### src/rtl/wrr_burst_arbiter_pkg.sv
// Shared types and helpers for the weighted round-robin burst arbiter.
package arb_pkg;

  typedef enum logic {ARB_IDLE, ARB_BUSY} arb_state_e;

  // Index width that stays at least 1 bit for degenerate counts.
  function automatic int idx_w(input int n);
    return (n <= 2) ? 1 : $clog2(n);
  endfunction

endpackage

### src/rtl/wrr_burst_arbiter_rr_pick.sv
// Combinational round-robin pick: first requester at/after ptr, circularly.
module rr_pick
  import arb_pkg::*;
#(
  parameter int NUM_REQ = 4,
  parameter int IDX_W   = idx_w(NUM_REQ)
) (
  input  logic [NUM_REQ-1:0] req,
  input  logic [IDX_W-1:0]   ptr,
  output logic [NUM_REQ-1:0] win,
  output logic [IDX_W-1:0]   win_idx
);

  logic [2*NUM_REQ-1:0] dbl_req, dbl_win;
  logic [NUM_REQ-1:0]   rot_req, rot_win;

  // Rotate so ptr lands at bit 0, fixed-priority pick, rotate back.
  assign dbl_req = {req, req} >> ptr;
  assign rot_req = dbl_req[NUM_REQ-1:0];

  always_comb begin
    rot_win = '0;
    for (int i = NUM_REQ - 1; i >= 0; i--)
      if (rot_req[i]) rot_win = NUM_REQ'(1) << i;
  end

  assign dbl_win = {rot_win, rot_win} << ptr;
  assign win     = dbl_win[2*NUM_REQ-1:NUM_REQ];

  always_comb begin
    win_idx = '0;
    for (int i = 0; i < NUM_REQ; i++)
      if (win[i]) win_idx = IDX_W'(i);
  end

endmodule

### src/rtl/wrr_burst_arbiter.sv
// Weighted round-robin arbiter holding a registered grant for whole bursts.
module wrr_burst_arbiter
  import arb_pkg::*;
#(
  parameter int NUM_REQ  = 4,
  parameter int WEIGHT_W = 2,
  localparam int IDX_W   = idx_w(NUM_REQ)
) (
  input  logic                         clk,
  input  logic                         rst,
  input  logic [NUM_REQ-1:0]           req,
  input  logic [NUM_REQ-1:0]           last,
  input  logic [NUM_REQ*WEIGHT_W-1:0]  weight,
  input  logic                         rsrc_ready,
  output logic [NUM_REQ-1:0]           gnt,
  output logic                         gnt_vld,
  output logic [IDX_W-1:0]             gnt_idx,
  output logic                         abort
);

  arb_state_e          state;
  logic [IDX_W-1:0]    ptr;
  logic [WEIGHT_W-1:0] credit;
  logic [NUM_REQ-1:0]  win;
  logic [IDX_W-1:0]    win_idx;
  logic [IDX_W-1:0]    ptr_nxt;
  logic                own_req, fire, burst_end;

  rr_pick #(.NUM_REQ(NUM_REQ), .IDX_W(IDX_W)) u_pick (
    .req     (req),
    .ptr     (ptr),
    .win     (win),
    .win_idx (win_idx)
  );

  assign own_req   = req[gnt_idx];
  assign fire      = (state == ARB_BUSY) && own_req && rsrc_ready;
  assign burst_end = fire && last[gnt_idx];
  assign ptr_nxt   = (gnt_idx == IDX_W'(NUM_REQ - 1)) ? '0 : gnt_idx + IDX_W'(1);
  assign gnt_vld   = |gnt;

  always_ff @(posedge clk) begin
    if (rst) begin
      state   <= ARB_IDLE;
      gnt     <= '0;
      gnt_idx <= '0;
      ptr     <= '0;
      credit  <= '0;
      abort   <= 1'b0;
    end else begin
      abort <= 1'b0;
      case (state)
        ARB_IDLE: begin
          if (|req) begin
            state   <= ARB_BUSY;
            gnt     <= win;
            gnt_idx <= win_idx;
            credit  <= weight[int'(win_idx)*WEIGHT_W +: WEIGHT_W];
          end
        end
        ARB_BUSY: begin
          // burst_end implies own_req, so credit alone decides extension.
          if (burst_end && credit != '0) begin
            credit <= credit - WEIGHT_W'(1);
          end else if (burst_end || !own_req) begin
            abort   <= !burst_end;
            state   <= ARB_IDLE;
            gnt     <= '0;
            gnt_idx <= '0;
            ptr     <= ptr_nxt;
          end
        end
        default: state <= ARB_IDLE;
      endcase
    end
  end

endmodule

### config.mk
export PLATFORM = sky130hd
export DESIGN_NAME = wrr_burst_arbiter
export DESIGN_NICKNAME = d
export VERILOG_FILES = /design/src/rtl/wrr_burst_arbiter_pkg.sv /design/src/rtl/wrr_burst_arbiter_rr_pick.sv /design/src/rtl/wrr_burst_arbiter.sv
export SDC_FILE = /design/constraint.sdc
export NUM_CORES = 1
export LEC_CHECK = 0
export BUFFER_PORTS_ARGS = -buffer_cell sky130_fd_sc_hd__buf_2
export CAP_MARGIN = 20
export CORE_ASPECT_RATIO = 0.6
export CORE_MARGIN = 2
export CORE_UTILIZATION = 30
export DETAILED_ROUTE_END_ITERATION = 8
export PLACE_DENSITY = 0.58
export REMOVE_ABC_BUFFERS = 1
export SYNTH_ARGS = -nofsm -noshare
export SYNTH_HDL_FRONTEND = slang
export SYNTH_SLANG_ARGS = --single-unit
### constraint.sdc
create_clock -name clk -period 2 [get_ports clk]
set_input_delay 0.5 -clock clk [delete_from_list [all_inputs] [get_ports clk]]
set_output_delay 0.5 -clock clk [all_outputs]
set_load 0.02 [all_outputs]
==> results <==
- The height of the die is 44.1 um.
- The post-route antenna net violation count is 0.
- The count of endpoints failing setup in the final report is 0.
- In this run, synthesis produced a sequential element count of 12.
- The worst stage delay on the critical path is 480 ps.
- The area used by multi-input combinational logic is 523 sq um.
- The power density normalized to cell area is 724 nW/um^2.
- In the global route stage, overall resource usage came out at 15.1%.
- After routing, the total negative slack on setup checks comes to 0 ps.
- The fraction of met3 tracks used by global routing is 5.92%.
- Setup repair after global routing left no endpoint under its margin.
- The total via count in the routed design is 819.
- Global routing consumed, on the met1 layer, 20.6% of the routing resources.
- The final worst-path cycle share is 88.9%.
- The tool flagged a number of max-cap violations equal to 0.
- The number of standard cells in the final layout excluding fillers is 150.
- The floorplan step defined a core boundary enclosing 2520 sq um.
- The maximum vdd ir drop is 0.381 mV.
- The largest fanout on the critical path is 8.
- The number of hold buffers added after CTS is 0.
- The total of cells resized after clock tree synthesis is 0.
- The worst path in the final design needs a cycle of 1780 ps, including I/O delays and setup.
- The floorplan step defined a die boundary enclosing 3120 sq um.
- The layer flagged by global routing as most heavily used is met2.
- The initial utilization of the core area, before any placement, comes to 31.8%.
- By area the synthesized netlist is led by sky130_fd_sc_hd__dfxtp_1 (30%), sky130_fd_sc_hd__a21oi_1 (5.6%), sky130_fd_sc_hd__nor2_1 (4.2%).
- Clock-pin slew was measured on the worst setup and hold paths at 50 ps.
- Summing all flip-flop and latch instances after layout gives 240 sq um.
- The signal on the critical path passes through nand2b_1, nor2b_1, o32a_1, o21ai_0, a221o_1, a21oi_1.
- The worst setup path is launched from a flop.
- Summing all placed instances gives a cell area of 978 sq um.
- The critical path arrival is 1950 ps.
- The Yosys step of the flow raised 0 warnings.
- Of the synthesized area, sequential elements account for 29.9%.
- The DRC violation count after routing is 0.
- The max-slew violation count was 0.
- The run finished with clean final reports.
- The area overhead of the layout relative to synthesis is 26.9%.
- By startpoint and endpoint, the worst setup path is classified as reg -> reg.
- STA classifies the critical path endpoint as a flop.
- In this run the deepest clock path goes through 2 buffers.
- The critical path's top delay family is compound AO/OA/AOI/OAI gates.
- Of all cell types, the one taking the most synthesized area is sky130_fd_sc_hd__dfxtp_1.
- The detail-routed via count per cell is 5.46.
- In this run the number of H-tree levels came out at 1.
- The normalized max-slew margin is 69.8%.
- The number of antenna cells inserted is 0.
- The routed length per instance is 14.2 um.
- The tree is rooted in a sky130_fd_sc_hd__clkbuf_8.
- The transition time at the pin with the least slew margin is 449 ps.
- The congestion estimate from routability-driven global placement came to 0.761.
- The final instance area is 1020 sq um.
- The final number of hold-violating endpoints is 0.
- For this block, the initial DRC count from the detailed router was 31.
- The number of clock sinks is 12.
- The I/O pin total is 27.
- After legalization and detailed placement, the total HPWL measured 1660 um.
- Summing every instance area after synthesis gives 803 sq um.
- The maximum number of pins on one net before global-route repair is 11.
- The post-CTS repair timing setup buffer count is 0.
- TritonCTS built the clock tree.
- The initial antenna violation count is 0.
- The number of buffer cells added on primary ports is 26.
- The class of the most critical hold timing path is reg -> reg.
- The met2 usage is 21.9%.
- The share of the synthesized area in the top cell type is 29.9%.
- The first-pass detailed-route iteration total is 4.
- For the worst-skew pair, the clock arrives at the later sink with an insertion delay of 240 ps.
- The number of distinct library cells after synthesis is 40.
- Counting tap cells, the placed design contains a total of 147 instances.
- Clock tree synthesis inserted a total of 3 buffers.
- The gate count of the mapped netlist is 91.
- The routed design has 2120 um of wire.
- The leakage power of the design is 0.000458 uW.
- At the worst endpoint, the required time is 2170 ps.
- The worst clock skew is 2.15 ps.
- The filler cells instantiated in the layout total 257.
- The slowest stage of the critical path belongs to the cell sky130_fd_sc_hd__dfxtp_1.
- The layout net count is 141.
- The critical path buffer and inverter count is 0.
- The wire length of the first global-routing pass is 3600 um.
- The post-route netlist has 38.1% of its cells at a drive strength greater than 1.
- The synthesized area divided by synthesized cell count is 8.83 sq um.
- The placement row count is 14.
- The via count of the first global-routing pass is 780.
- In this run the horizontal extent of the chip is 70.8 um.
- The total overflow left after global routing is 0.
- The highest attainable clock frequency is 0.563 GHz.
==> worst paths after layout <==
check / cells after the start / end / slack [ps] / from
max: 6 / credit[0]$_SDFFE_PP0P_ / 220 / ptr[0]$_SDFFE_PP0P_
min: 1 / gnt[0]$_SDFFE_PP0P_ / 500 / gnt[0]$_SDFFE_PP0P_
max reg2reg: 6 / credit[0]$_SDFFE_PP0P_ / 220 / ptr[0]$_SDFFE_PP0P_
min reg2reg: 1 / gnt[0]$_SDFFE_PP0P_ / 500 / gnt[0]$_SDFFE_PP0P_
==> placed cells by master, fill, tap and decap left out, drive strengths merged, types with 2 or more instances in the layout <==
cell type,synthesis,routed
buf,2,30
dfxtp,12,12
a21oi,9,9
nor2,9,9
nand2b,5,5
inv,4,4
nor2b,4,4
a32o,4,4
nand3,3,3
mux2i,3,3
o221ai,3,3
clkbuf,4,3
o21ai,3,3
nand2,2,2
o22ai,2,2
ha,2,2
==> cell usage after synthesis <==
library cell	number
sky130_fd_sc_hd__a21boi_1	1
sky130_fd_sc_hd__a21oi_1	9
sky130_fd_sc_hd__a221o_1	1
sky130_fd_sc_hd__a22o_1	1
sky130_fd_sc_hd__a311oi_1	1
sky130_fd_sc_hd__a32o_1	1
sky130_fd_sc_hd__a32o_2	3
sky130_fd_sc_hd__and2_4	1
sky130_fd_sc_hd__and3_4	1
sky130_fd_sc_hd__buf_2	2
sky130_fd_sc_hd__clkbuf_1	4
sky130_fd_sc_hd__dfxtp_1	12
sky130_fd_sc_hd__ha_1	2
sky130_fd_sc_hd__inv_1	3
sky130_fd_sc_hd__inv_2	1
sky130_fd_sc_hd__mux2_2	1
sky130_fd_sc_hd__mux2i_1	3
sky130_fd_sc_hd__mux4_2	1
sky130_fd_sc_hd__nand2_1	2
sky130_fd_sc_hd__nand2b_1	5
sky130_fd_sc_hd__nand3_1	3
sky130_fd_sc_hd__nor2_1	9
sky130_fd_sc_hd__nor2b_1	3
sky130_fd_sc_hd__nor2b_4	1
sky130_fd_sc_hd__nor3b_1	1
sky130_fd_sc_hd__nor4_1	1
sky130_fd_sc_hd__o2111ai_1	1
sky130_fd_sc_hd__o21ai_0	2
sky130_fd_sc_hd__o21ai_4	1
sky130_fd_sc_hd__o221a_2	1
sky130_fd_sc_hd__o221ai_1	3
sky130_fd_sc_hd__o22a_1	1
sky130_fd_sc_hd__o22ai_1	2
sky130_fd_sc_hd__o31ai_1	1
sky130_fd_sc_hd__o32a_1	1
sky130_fd_sc_hd__o32ai_1	1
sky130_fd_sc_hd__o41ai_2	1
sky130_fd_sc_hd__or2_1	1
sky130_fd_sc_hd__or3_1	1
sky130_fd_sc_hd__or4_1	1
==> cells by family (layout without fill, tap and decap cells) <==
logic type,count (synthesis),count (layout),synth area share [%]
adder cells (fa/ha/maj),2,2,3.11
flip-flops,12,12,29.9
buffers and inverters,10,37,4.98
AND/OR/NAND/NOR,30,30,21.7
multiplexers,5,5,7.94
AO/OA/AOI/OAI,32,32,32.4
==> power by group <==
| part | internal, uW | switching (uW) |
|---|---|---|
| clock network | 133 | 86.7 |
| registers | 261 | 22.4 |
| logic | 111 | 124 |
==> metal layers <==
layer / wire (um) / part of all wire, %
met5: 0 / 0
met4: 25 / 1.2
met3: 163 / 7.7
met2: 848 / 40
met1: 1090 / 51
==> through the flow <==
step	utilization [%]	hold slack [ps]	worst slack [ps]	total power, uW
final	40.4	498	223	738
after global routing	40.4	510	72.2	790
after CTS	40.4	493	232	746
after detailed placement	38.8	474	50.5	523
after global placement	38.8	476	26.2	517
after floorplan	-	471	52.3	437
==> registers in the layout, indices dropped and copies added, names as in the netlist <==
name / count
state: 1
gnt_idx: 2
credit: 2
ptr: 2
gnt: 4
abort: 1
==> final cells by class <==
cell class / instances / area share, %
inverter: 4 / 1.47
multi-input combinational: 69 / 51.3
sequential: 12 / 23.6
tap: 32 / 3.93
timing repair buffer: 30 / 15.7
clock buffer: 3 / 4.05
(Power assumes the default switching activity.)
